===== src/rtl/servo_pkg.sv =====
// Shared constants and width helpers for the multi-channel servo PWM block.
package servo_pkg;

  localparam int unsigned PosW = 8;

  localparam int unsigned DefNumCh       = 4;
  localparam int unsigned DefFrameCycles = 1000000;
  localparam int unsigned DefMinCycles   = 50000;
  localparam int unsigned DefStepCycles  = 195;
  localparam int unsigned DefSlewStep    = 255;
  localparam int unsigned DefResetPos    = 128;

  function automatic int unsigned ch_width(input int unsigned num_ch);
    return (num_ch > 1) ? $clog2(num_ch) : 1;
  endfunction

  function automatic int unsigned cnt_width(input int unsigned frame_cycles);
    return (frame_cycles > 2) ? $clog2(frame_cycles) : 1;
  endfunction

  // Wide enough for the longest pulse, MIN + STEP * 255.
  function automatic int unsigned limit_width(input int unsigned min_cycles,
                                              input int unsigned step_cycles);
    int unsigned max_lim;
    max_lim = min_cycles + step_cycles * 255;
    return (max_lim > 0) ? $clog2(max_lim + 1) : 1;
  endfunction

endpackage


===== src/rtl/servo_channel.sv =====
// One servo channel: position target, per-frame slew, pulse-width latch and output compare.
module servo_channel
  import servo_pkg::*;
#(
  parameter int unsigned CNT_W       = 10,
  parameter int unsigned LIM_W       = 10,
  parameter int unsigned MIN_CYCLES  = 100,
  parameter int unsigned STEP_CYCLES = 2,
  parameter int unsigned SLEW_STEP   = 255,
  parameter int unsigned RESET_POS   = 128
) (
  input  logic             clk,
  input  logic             rst_n,
  input  logic             wr_en,
  input  logic [PosW-1:0]  wr_pos,
  input  logic             frame_tick,
  input  logic [CNT_W-1:0] count,
  input  logic             ch_en,
  output logic             pwm
);

  localparam int unsigned CMP_W = (CNT_W > LIM_W) ? CNT_W : LIM_W;
  localparam logic [8:0] Slew9 = 9'(SLEW_STEP);
  localparam logic [LIM_W-1:0] LimReset = LIM_W'(MIN_CYCLES + STEP_CYCLES * RESET_POS);

  logic [PosW-1:0]  target_q;
  logic [PosW-1:0]  cur_q, cur_d;
  logic             en_q;
  logic [LIM_W-1:0] limit_q, limit_d;
  logic [8:0]       sum, gap;

  // Slew toward the target with 9-bit headroom so neither direction wraps.
  always_comb begin
    cur_d = cur_q;
    sum   = {1'b0, cur_q} + Slew9;
    gap   = '0;
    if (cur_q < target_q) begin
      cur_d = (sum >= {1'b0, target_q}) ? target_q : sum[7:0];
    end else if (cur_q > target_q) begin
      gap   = {1'b0, cur_q} - {1'b0, target_q};
      cur_d = (gap <= Slew9) ? target_q : cur_q - Slew9[7:0];
    end
    limit_d = LIM_W'(MIN_CYCLES) + LIM_W'(STEP_CYCLES) * LIM_W'(cur_d);
  end

  always_ff @(posedge clk or negedge rst_n) begin
    if (!rst_n) begin
      target_q <= PosW'(RESET_POS);
      cur_q    <= PosW'(RESET_POS);
      en_q     <= 1'b0;
      limit_q  <= LimReset;
      pwm      <= 1'b0;
    end else begin
      if (wr_en) begin
        target_q <= wr_pos;
      end
      if (frame_tick) begin
        cur_q   <= cur_d;
        en_q    <= ch_en;
        limit_q <= limit_d;
      end
      // On the wrap edge count is FRAME-1 > limit, so frames never bleed into each other.
      pwm <= en_q && (CMP_W'(count) < CMP_W'(limit_q));
    end
  end

endmodule


===== src/rtl/servo_pwm_multi.sv =====
// Multi-channel hobby-servo PWM generator: shared frame counter and write decode,
// one servo_channel per output.
module servo_pwm_multi
  import servo_pkg::*;
#(
  parameter int unsigned NUM_CH       = DefNumCh,
  parameter int unsigned FRAME_CYCLES = DefFrameCycles,
  parameter int unsigned MIN_CYCLES   = DefMinCycles,
  parameter int unsigned STEP_CYCLES  = DefStepCycles,
  parameter int unsigned SLEW_STEP    = DefSlewStep,
  parameter int unsigned RESET_POS    = DefResetPos,
  localparam int unsigned CH_W        = ch_width(NUM_CH)
) (
  input  logic              clk,
  input  logic              rst_n,
  input  logic              wr_valid,
  output logic              wr_ready,
  input  logic [CH_W-1:0]   wr_ch,
  input  logic [PosW-1:0]   wr_pos,
  output logic              wr_err,
  input  logic [NUM_CH-1:0] ch_en,
  output logic [NUM_CH-1:0] pwm_out,
  output logic              frame_start
);

  localparam int unsigned CNT_W = cnt_width(FRAME_CYCLES);
  localparam int unsigned LIM_W = limit_width(MIN_CYCLES, STEP_CYCLES);
  localparam logic [CNT_W-1:0] CntLast = CNT_W'(FRAME_CYCLES - 1);

  if (MIN_CYCLES + STEP_CYCLES * 255 >= FRAME_CYCLES) begin : gen_bad_frame
    $error("servo_pwm_multi: longest pulse does not fit in the frame");
  end
  if (SLEW_STEP == 0 || SLEW_STEP > 255) begin : gen_bad_slew
    $error("servo_pwm_multi: SLEW_STEP must be 1..255");
  end

  logic [CNT_W-1:0]  count_q, count_d;
  logic              wrap;
  logic              accept;
  logic              ch_ok;
  logic              wr_err_q;
  logic              frame_start_q;
  logic [NUM_CH-1:0] wr_en;

  assign wrap   = (count_q == CntLast);
  assign ch_ok  = (32'(wr_ch) < NUM_CH);
  // Writes are blocked on the boundary cycle so a target never races the slew update.
  assign wr_ready = rst_n && !wrap;
  assign accept   = wr_valid && wr_ready;

  always_comb begin
    count_d = wrap ? '0 : count_q + 1'b1;
  end

  always_ff @(posedge clk or negedge rst_n) begin
    if (!rst_n) begin
      count_q       <= '0;
      wr_err_q      <= 1'b0;
      frame_start_q <= 1'b0;
    end else begin
      count_q       <= count_d;
      wr_err_q      <= accept && !ch_ok;
      frame_start_q <= wrap;
    end
  end

  assign wr_err      = wr_err_q;
  assign frame_start = frame_start_q;

  for (genvar i = 0; i < NUM_CH; i++) begin : gen_ch
    assign wr_en[i] = accept && (wr_ch == CH_W'(i));

    servo_channel #(
      .CNT_W       (CNT_W),
      .LIM_W       (LIM_W),
      .MIN_CYCLES  (MIN_CYCLES),
      .STEP_CYCLES (STEP_CYCLES),
      .SLEW_STEP   (SLEW_STEP),
      .RESET_POS   (RESET_POS)
    ) u_channel (
      .clk        (clk),
      .rst_n      (rst_n),
      .wr_en      (wr_en[i]),
      .wr_pos     (wr_pos),
      .frame_tick (wrap),
      .count      (count_q),
      .ch_en      (ch_en[i]),
      .pwm        (pwm_out[i])
    );
  end

endmodule


===== config.mk =====
export PLATFORM = sky130hd
export DESIGN_NAME = servo_pwm_multi
export DESIGN_NICKNAME = d
export VERILOG_FILES = /design/src/rtl/servo_pkg.sv /design/src/rtl/servo_channel.sv /design/src/rtl/servo_pwm_multi.sv
export SDC_FILE = /design/constraint.sdc
export NUM_CORES = 1
export LEC_CHECK = 0
export CORE_AREA = 4 4 202 204
export CTS_BUF_LIST = sky130_fd_sc_hd__clkbuf_4
export DETAILED_ROUTE_END_ITERATION = 7
export DIE_AREA = 0 0 206 208
export PLACE_DENSITY = 0.52
export SYNTH_ARGS = -nofsm -noshare
export SYNTH_HDL_FRONTEND = slang
export SYNTH_SLANG_ARGS = --single-unit

===== constraint.sdc =====
create_clock -name clk -period 17.7 [get_ports clk]
set_input_delay 4.425 -clock clk [delete_from_list [all_inputs] [get_ports clk]]
set_output_delay 4.425 -clock clk [all_outputs]
set_load 0.1 [all_outputs]

==> flow_metrics.py, run 1 <==
metrics = {
    "outcome": {
        "outcome": "finished, final reports clean",
    },
    "die": {
        "die_h_microns": 208,
        "fp.dieArea_sq_um": 42800,
        "die_w_microns": 206,
        "initial_core_util": 0.392,
        "ios": 24,
        "coreArea_sq_um": 39300,
        "num_rows": 73,
    },
    "worst_setup_path": {
        "worstRegToRegCells": 25,
        "timing_worst_setup_path_type": "in2out",
        "critPathRequiredTime_ns": 13.28,
        "rrSetupSlack_ns": 10.55,
        "reg2reg_to": "gen_ch[0].u_channel.limit_q[15]",
        "worst_setup_path_start_kind": "input port",
        "worstReg2RegStart": "gen_ch[0].u_channel.cur_q[3]",
        "crit_fanout": 48,
        "worstSetupEndpointType": "primary output",
        "arrival_ns": 6.17,
    },
    "synth": {
        "synth_area_leaders": "ha_1, dfrtp_1, dfstp_2",
        "async_flop_share": 1.00,
        "netlist_instances": 1773,
        "synth_seq_cells": 157,
        "synth_edf_count": 0,
        "netlist-cell-type-count": 72,
        "syn_nets": 2119,
        "yosysWarningCount": 0,
        "yosysTopAreaCell": "ha_1",
        "synthFlopType": "dfrtp_1",
        "synth_top_area_frac": 0.240,
        "synth_seq_area_share": 0.257,
        "syn_area_per_cell_sq_um": 8.69,
        "netlist_area_sq_um": 15400,
    },
    "run": {
        "maxCapViolations": 0,
    },
    "placement": {
        "io_buffers": 22,
        "routabilityCongestion": 0.857,
        "placed_area_sq_um": 16100,
        "dp_hpwl_microns": 30400,
    },
    "drt": {
        "drtPass1Iterations": 4,
        "totalWireLength_microns": 38800,
        "wl_per_cell_microns": 16.8,
        "first_iter_violations": 537,
        "drc": 0,
        "num_vias": 12192,
        "via_per_inst": 5.28,
        "drt.antenna.violating_nets": 0,
    },
    "clock_tree": {
        "clock_path_buffers": 2,
        "clk_latency_ns": 0.61,
        "h-tree-depth": 4,
        "hold_buffers": 0,
        "path_clk_slew_ns": 0.13,
        "cts_sinks": 157,
        "cts_resized": 0,
        "cts-root-buf": "clkbuf_4",
        "postCtsSetupBuffers": 0,
        "cts_buffers": 17,
        "cts_tree": "done",
    },
    "global_routing": {
        "grt_pass1_wl_microns": 63900,
        "antenna_found_initial": 3,
        "grt_pass1_vias": 12213,
        "grt_max_degree": 91,
        "grt_usage": 0.184,
        "overflow": 0,
    },
    "power": {
        "seq_power_share": 0.155,
        "swShare": 0.484,
        "clock_power_share": 0.102,
        "irDropWorstVdd_v": 0.000144,
        "cellLeakagePower_nw": 7.73,
        "power.density_nw_per_um2": 155,
        "pwr-share-comb": 0.742,
        "internal_power_mw": 1.32,
        "switching_power_mw": 1.23,
    },
    "min_path": {
        "hold_start": "gen_ch[2].u_channel.limit_q[6]",
        "worstHoldPathCells": 2,
        "hold-path-endpoint": "gen_ch[2].u_channel.limit_q[6]",
        "hp-class": "reg2reg",
    },
    "timing": {
        "fin_crit_ns": 10.60,
        "fin_crit_sh": 0.599,
        "worst_pin_slew_ns": 1.06,
        "fin_skew_ns": 0.0309,
        "fmax_mhz": 94.3,
        "rsz0062_at_grt": "false",
        "slew_viol_final": 0,
        "finalSetupTns_ns": 0,
        "relSlewSlack": 0.293,
        "finalSetupViolCount": 0,
        "hold_violations": 0,
    },
    "cells_and_area": {
        "drive_gt1_frac": 0.0724,
        "stdcell_area_sq_um": 16500,
        "final_nets": 2114,
        "area_growth_pct": 6.94,
    },
}
==> worst max-delay path: stages <==
cell and delay (ns):
buf_6 0.35, and2_1 0.21, clkdlybuf4s50_1 1.13
==> cell families (layout without fill, tap and decap cells) <==
logic type,count (synthesis),after routing,synth area share
buffers and inverters,268,276,0.0678
other,1,2,0.000243
AND/OR/NAND/NOR,443,443,0.136
AO/OA/AOI/OAI,447,447,0.175
adder cells (fa/ha/maj),329,329,0.283
flip-flops,157,157,0.257
XOR/XNOR,87,87,0.0499
multiplexers,41,41,0.0302
==> registers in the layout, summed over array words and instances (netlist names) <==
register,count
gen_ch.u_channel.pwm,4
gen_ch.u_channel.limit_q,68
count_q,20
gen_ch.u_channel.target_q,32
frame_start,1
gen_ch.u_channel.en_q,4
gen_ch.u_channel.cur_q,28
==> synthesized netlist by cell type (all sizes together) (11+ instances only) <==
| cell type | instances |
|---|---|
| a21o | 48 |
| nand4 | 20 |
| o22ai | 12 |
| inv | 209 |
| mux2 | 31 |
| fa | 33 |
| nor3 | 28 |
| ha | 296 |
| nand2b | 13 |
| buf | 20 |
| a31oi | 21 |
| a21oi | 102 |
| nand2 | 172 |
| nor4 | 18 |
| dfstp | 32 |
| o211ai | 11 |
| nor2 | 95 |
| xor2 | 38 |
| dfrtp | 125 |
| clkbuf | 39 |
| nand3 | 41 |
| o21ai | 166 |
| xnor2 | 49 |
| o21a | 16 |
==> metrics by stage <==
| stage | worst slack, ns | std cells | total power [mW] | hold slack (ns) | utilization |
|---|---|---|---|---|---|
| floorplan | 8.12 | 1773 | 1.89 | 0.439 | - |
| global placement | 7.05 | 2274 | 2.31 | 0.464 | 0.411 |
| detailed placement | 7.07 | 2274 | 2.32 | 0.469 | 0.411 |
| CTS | 7.07 | 2306 | 2.60 | 0.491 | 0.420 |
| global route | 7.00 | 2307 | 2.87 | 0.496 | 0.420 |
| finish | 7.10 | 2307 | 2.55 | 0.486 | 0.420 |
==> power groups by stage <==
stage | clock network, mW | registers (mW) | logic [mW]
final | 0.261 | 0.396 | 1.89
after global routing | 0.286 | 0.398 | 2.19
after CTS | 0.271 | 0.396 | 1.94
after detailed placement | 0 | 0.402 | 1.92
after global placement | 0 | 0.403 | 1.91
after floorplan | 0 | 0.392 | 1.50
==> routing by layer <==
layer,part of all wire,GRT usage,routed length (microns)
met1,0.46,0.245,18000
met2,0.49,0.318,19100
met3,0.028,0.0274,1090
met4,0.014,0.0399,540
met5,0,0,0
==> cell usage in the layout (no fill, tap or decap), types with 38 or more instances in the layout <==
cell,n
xnor2_1,48
ha_1,296
nand3_1,41
xor2_1,38
nand2_1,171
inv_1,209
o21ai_0,161
a21oi_1,102
dfrtp_1,125
nor2_1,94
a21o_1,48
==> worst max path at each step <==
| stage | startpoint | end | slack, ns | cells past startpoint |
|---|---|---|---|---|
| 3_5_place_dp | rst_n | wr_ready | 7.07 | 3 |
| 6_report | rst_n | wr_ready | 7.10 | 3 |
| 5_1_grt | rst_n | wr_ready | 7.00 | 3 |
| 4_1_cts | rst_n | wr_ready | 7.07 | 3 |
| 3_3_place_gp | rst_n | wr_ready | 7.05 | 3 |
| 2_1_floorplan | rst_n | wr_ready | 8.12 | 1 |
==> final cells by class <==
| type | count | area, sq um |
|---|---|---|
| Fill cell | 4012 | 22800 |
| Timing Repair Buffer | 35 | 319 |
| Clock buffer | 19 | 143 |
| Multi-Input combinational cell | 1348 | 10400 |
| Sequential cell | 157 | 3970 |
| Tap cell | 525 | 657 |
| Antenna cell | 1 | 2.50 |
| Inverter | 209 | 785 |
| Clock inverter | 13 | 190 |
Power figures use the tool's default switching activity.
==> run 2: changes to the inputs <==
==> constraint.sdc (replaced) <==
create_clock -name clk -period 10.9 [get_ports clk]
set_input_delay 2.725 -clock clk [delete_from_list [all_inputs] [get_ports clk]]
set_output_delay 2.725 -clock clk [all_outputs]
set_load 0.1 [all_outputs]
==> run 2 against run 1 <==
Clock skew down 0.0025 ns. Non-clock buffer count shrank 1. Design area down 0.51%. Highest routed layer unchanged.
==> flow_metrics.py, run 2 (synthesis results as in run 1) <==
metrics = {
    "outcome": {
        "outcome": "finished, final reports clean",
    },
    "clock_tree": {
        "clk_latency_ns": 0.62,
        "cts_resized": 0,
        "cts_tree": "done",
        "cts_buffers": 17,
        "cts_sinks": 157,
        "h-tree-depth": 4,
        "clock_path_buffers": 2,
        "cts-root-buf": "clkbuf_4",
        "postCtsSetupBuffers": 0,
        "hold_buffers": 0,
        "path_clk_slew_ns": 0.14,
    },
    "drt": {
        "num_vias": 12321,
        "via_per_inst": 5.34,
        "drtPass1Iterations": 5,
        "drt.antenna.violating_nets": 0,
        "totalWireLength_microns": 39700,
        "drc": 0,
        "wl_per_cell_microns": 17.2,
        "first_iter_violations": 776,
    },
    "worst_setup_path": {
        "worstReg2RegStart": "gen_ch[0].u_channel.cur_q[5]",
        "rrSetupSlack_ns": 3.87,
        "path_delay_family": "buffers and inverters",
        "crit_path_start": "rst_n",
        "cp_slowest_cell": "clkdlybuf4s50_1",
        "reg2reg_to": "gen_ch[0].u_channel.limit_q[15]",
        "crit_buf_inv": 2,
        "crit_fanout": 64,
        "worstRegToRegCells": 25,
        "crit_chain": "buf_6 > and2_1 > clkdlybuf4s50_1",
        "worstSetupEndpointType": "primary output",
        "crit_path_max_incr_delay_ns": 1.13,
        "timing_worst_setup_path_type": "in2out",
        "arrival_ns": 4.62,
        "worst_setup_path_start_kind": "input port",
        "critPathRequiredTime_ns": 8.18,
    },
    "die": {
        "coreArea_sq_um": 39300,
        "fp.dieArea_sq_um": 42800,
        "ios": 24,
        "num_rows": 73,
        "initial_core_util": 0.392,
        "die_h_microns": 208,
        "die_w_microns": 206,
    },
    "cells_and_area": {
        "final_nets": 2113,
        "top_regs": "gen_ch.u_channel.limit_q x68, gen_ch.u_channel.target_q x32, gen_ch.u_channel.cur_q x28",
        "layout_common_cells": "ha_1, inv_1, nand2_1",
        "final_common_cell": "ha_1",
        "area_growth_pct": 6.40,
        "top_register": "gen_ch.u_channel.limit_q",
        "largest_register_ffs": 68,
        "drive_gt1_frac": 0.0702,
    },
    "timing": {
        "fin_crit_ns": 7.34,
        "rsz0062_at_grt": "false",
        "hold_violations": 0,
        "worst_pin_slew_ns": 1.20,
        "relSlewSlack": 0.199,
        "fin_crit_sh": 0.674,
        "slew_viol_final": 0,
        "finalSetupViolCount": 0,
        "fmax_mhz": 136,
        "fin_skew_ns": 0.0284,
        "finalSetupTns_ns": 0,
    },
    "global_routing": {
        "grt_pass1_vias": 12225,
        "grt_pass1_wl_microns": 65200,
        "overflow": 0,
        "antenna_found_initial": 2,
        "grt_usage": 0.188,
        "grt_max_degree": 65,
    },
    "power": {
        "swShare": 0.491,
        "pwr-share-comb": 0.752,
        "cellLeakagePower_nw": 7.68,
        "power_mw": 4.06,
        "internal_power_mw": 2.06,
        "clock_power_share": 0.089,
        "seq_power_share": 0.159,
        "irDropWorstVdd_v": 0.000146,
        "switching_power_mw": 1.99,
        "power.density_nw_per_um2": 247,
    },
    "placement": {
        "routabilityCongestion": 0.864,
        "io_buffers": 22,
        "dp_hpwl_microns": 30100,
    },
    "run": {
        "maxCapViolations": 0,
    },
    "min_path": {
        "hold_start": "gen_ch[3].u_channel.limit_q[6]",
        "hold-path-endpoint": "gen_ch[3].u_channel.limit_q[6]",
        "worstHoldPathCells": 2,
        "hp-class": "reg2reg",
    },
}
run 2: worst reg2reg max path, cell delays in order, from the launching register on:
cell       delay (ns)
dfrtp_1          0.50
or4_4            0.59
nor2_4           0.12
nand3_1          0.13
xnor2_2          0.27
ha_1             0.30
and3_4           0.19
a2111oi_0        0.38
o21ai_1          0.18
nor3_4           0.43
mux2_2           0.39
nand2_1          0.06
o21ai_0          0.18
ha_1             0.37
fa_1             0.49
inv_1            0.05
ha_1             0.28
ha_1             0.35
a31oi_1          0.25
nor2b_1          0.08
o21a_1           0.21
nor4_1           0.41
o21ai_0          0.19
a31oi_1          0.23
xor2_1           0.20
o21ai_0          0.09
run 2: layer usage:
| metal | up-vias | global-route usage | wire (microns) |
|---|---|---|---|
| li1 | 6203 | - | - |
| met1 | 5891 | 0.265 | 19000 |
| met2 | 185 | 0.308 | 18700 |
| met3 | 42 | 0.0217 | 1200 |
| met4 | 0 | 0.0498 | 777 |
| met5 | - | 0 | 0 |
run 2: worst max-delay path by stage:
stage / to / cells after the start
6_report: wr_ready / 3
2_1_floorplan: gen_ch[0].u_channel.limit_q[16] / 27
3_5_place_dp: wr_ready / 3
5_1_grt: gen_ch[0].u_channel.limit_q[16] / 26
4_1_cts: wr_ready / 3
3_3_place_gp: wr_ready / 3
run 2: through the flow:
stage                     hold WS, ns  instance area [sq um]  std cells  setup slack, ns   util
after detailed placement        0.470                  16100       2273             3.51  0.411
after global placement          0.456                  16100       2273             3.51  0.411
after global routing            0.506                  16400       2306             3.33  0.418
after floorplan                 0.439                  15400       1773             4.64      -
final                           0.487                  16400       2306             3.56  0.418
after CTS                       0.493                  16400       2305             3.51  0.418
run 2: final cells by class:
class                   count  area, sq um
diodes                      1         2.50
clock buffers              18          135
clock inverters            14          121
fillers                  4013        22900
inverters                 209          785
multi-input cells        1348        10400
flip-flops and latches    157         3970
well taps                 525          657
repair buffers             34          312
run 2: power by group through the flow:
stage	logic [mW]	clock network, mW	registers [mW]
5_1_grt	3.52	0.399	0.647
3_3_place_gp	3.07	0	0.654
6_report	3.05	0.361	0.644
2_1_floorplan	2.43	0	0.637
3_5_place_dp	3.06	0	0.653
4_1_cts	3.10	0.380	0.643
==> run 3: changes to the inputs <==
==> constraint.sdc (replaced) <==
create_clock -name clk -period 7 [get_ports clk]
set_input_delay 1.75 -clock clk [delete_from_list [all_inputs] [get_ports clk]]
set_output_delay 1.75 -clock clk [all_outputs]
set_load 0.1 [all_outputs]
==> run 3 against run 2 <==
Final cell count increased by 0.95%. First-iteration DRC count down 19%. Combinational power rose by 60%. Design area is 1.5% higher. Die area unchanged. Flip-flop and latch count is the same. Via count is essentially flat. Clock power increased by 78%. Total power is 61% higher. Register-to-register slack lost 3.4 ns. Highest routed layer unchanged.
==> flow_metrics.py, run 3 (synthesis results as in run 1) <==
metrics = {
    "worst_setup_path": {
        "timing_worst_setup_path_type": "reg2reg",
        "cp_slowest_cell": "or4_4",
        "worstSetupEndpointType": "flop",
        "crit_path_max_incr_delay_ns": 0.56,
        "critPathRequiredTime_ns": 7.49,
        "arrival_ns": 7.01,
        "cpMostUsedCell": "ha_1",
        "crit_fanout": 5,
        "worst_setup_path_start_kind": "flop",
    },
    "timing": {
        "finalSetupTns_ns": 0,
        "fin_skew_ns": 0.0351,
        "finalSetupViolCount": 0,
        "worst_pin_slew_ns": 1.07,
        "fmax_mhz": 153,
        "rsz0062_at_grt": "false",
        "hold_violations": 0,
        "relSlewSlack": 0.286,
        "fin_crit_ns": 6.53,
        "fin_crit_sh": 0.932,
        "slew_viol_final": 0,
        "fin_ws_ns": 0.473,
    },
    "global_routing": {
        "grt_usage": 0.188,
        "grt_pass1_wl_microns": 65200,
        "grt_pass1_vias": 12213,
        "grt_max_degree": 91,
        "antenna_found_initial": 1,
        "overflow": 0,
    },
    "drt": {
        "drt.antenna.violating_nets": 0,
        "first_iter_violations": 632,
        "totalWireLength_microns": 39800,
        "num_vias": 12314,
        "via_per_inst": 5.29,
        "drtPass1Iterations": 5,
        "drc": 0,
        "wl_per_cell_microns": 17.1,
    },
    "power": {
        "irDropWorstVdd_v": 0.000278,
        "cellLeakagePower_nw": 7.85,
        "power.density_nw_per_um2": 391,
    },
    "clock_tree": {
        "clock_path_buffers": 2,
        "cts_tree": "done",
        "cts_sinks": 157,
        "h-tree-depth": 4,
        "clk_latency_ns": 0.62,
        "path_clk_slew_ns": 0.15,
        "cts-root-buf": "clkbuf_4",
        "cts_buffers": 17,
    },
    "placement": {
        "dp_hpwl_microns": 30600,
        "routabilityCongestion": 0.863,
        "io_buffers": 22,
        "dp_slack_ns": 0.305,
        "placed_area_sq_um": 16300,
    },
    "cells_and_area": {
        "area_growth_pct": 7.95,
        "largest_register_ffs": 68,
        "stdcell_area_sq_um": 16600,
        "top_register": "gen_ch.u_channel.limit_q",
        "final_nets": 2135,
        "n_fill_cell": 3982,
        "top_regs": "gen_ch.u_channel.limit_q x68, gen_ch.u_channel.target_q x32, gen_ch.u_channel.cur_q x28",
        "drive_gt1_frac": 0.0855,
        "layout_common_cells": "ha_1, inv_1, nand2_1",
        "final_common_cell": "ha_1",
    },
    "die": {
        "fp.dieArea_sq_um": 42800,
        "coreArea_sq_um": 39300,
        "ios": 24,
        "initial_core_util": 0.392,
        "num_rows": 73,
        "die_h_microns": 208,
        "die_w_microns": 206,
    },
    "min_path": {
        "hp-class": "reg2reg",
    },
    "run": {
        "maxCapViolations": 0,
    },
    "outcome": {
        "outcome": "finished, final reports clean",
    },
}
run 3: cell types whose count changed in the layout (fill, tap and decap cells not counted), moves of 2 or more:
cell        change
clkinvlp_4      -5
bufinv_16       +2
clkinv_1        -2
buf_4          +23
inv_6           +4
clkinv_2        +2
run 3: final timing paths:
kind                                           startpoint                               to  slack, ns  cells after the start
setup / recovery             gen_ch[0].u_channel.cur_q[5]  gen_ch[0].u_channel.limit_q[15]       0.47                     26
hold / removal             gen_ch[2].u_channel.limit_q[7]   gen_ch[2].u_channel.limit_q[7]       0.49                      2
setup reg to reg             gen_ch[0].u_channel.cur_q[5]  gen_ch[0].u_channel.limit_q[15]       0.47                     26
hold reg to reg            gen_ch[2].u_channel.limit_q[7]   gen_ch[2].u_channel.limit_q[7]       0.49                      2
max in group asynchronous                           rst_n  gen_ch[1].u_channel.limit_q[15]       4.67                      2
min in group asynchronous                           rst_n     gen_ch[2].u_channel.cur_q[6]       1.00                      1
run 3: report_power, final:
part	switching (mW)	internal [mW]
Combinational	2.74	2.13
Sequential	0.0522	0.951
Clock	0.389	0.255
run 3: final cells by class:
class                      instances  area, sq um  share of cell area
timing repair buffer              56          474              0.0285
sequential                       157         3970               0.239
clock buffer                      17          128             0.00767
inverter                         209          785              0.0471
clock inverter                    15          184              0.0111
multi-input combinational       1348        10400               0.627
tap                              525          657              0.0395
antenna                            1         2.50            0.000150
run 3: critical path, delay by kind of cell, from the launching register on:
family	cells	cell delay (ns)
adder cells (fa/ha/maj)	5	1.71
AO/OA/AOI/OAI	8	1.65
XOR/XNOR	2	0.45
AND/OR/NAND/NOR	8	1.79
buffers and inverters	3	0.40
flip-flops	1	0.41
run 3: stage by stage:
| step | cells | power, mW | hold slack (ns) | util |
|---|---|---|---|---|
| CTS | 2326 | 6.58 | 0.491 | 0.423 |
| floorplan | 1773 | 4.78 | 0.439 | - |
| finish | 2328 | 6.51 | 0.485 | 0.424 |
| detailed placement | 2294 | 5.87 | 0.469 | 0.415 |
| global route | 2328 | 7.34 | 0.514 | 0.424 |
| global placement | 2294 | 5.85 | 0.464 | 0.415 |
run 3: routing by layer:
metal | up-vias | track usage | wire [microns]
met3 | 31 | 0.0276 | 1260
met5 | - | 0 | 0
met4 | 0 | 0.0367 | 529
met2 | 180 | 0.317 | 19100
li1 | 6246 | - | -
met1 | 5857 | 0.258 | 18900
run 3: repair_timing:
| item | in CTS | in global routing |
|---|---|---|
| endpoints found under the setup margin | 0 | 3 |
| setup buffers | 0 | 1 |
| resized for setup | 0 | 4 |
| hold buffers | 0 | 0 |
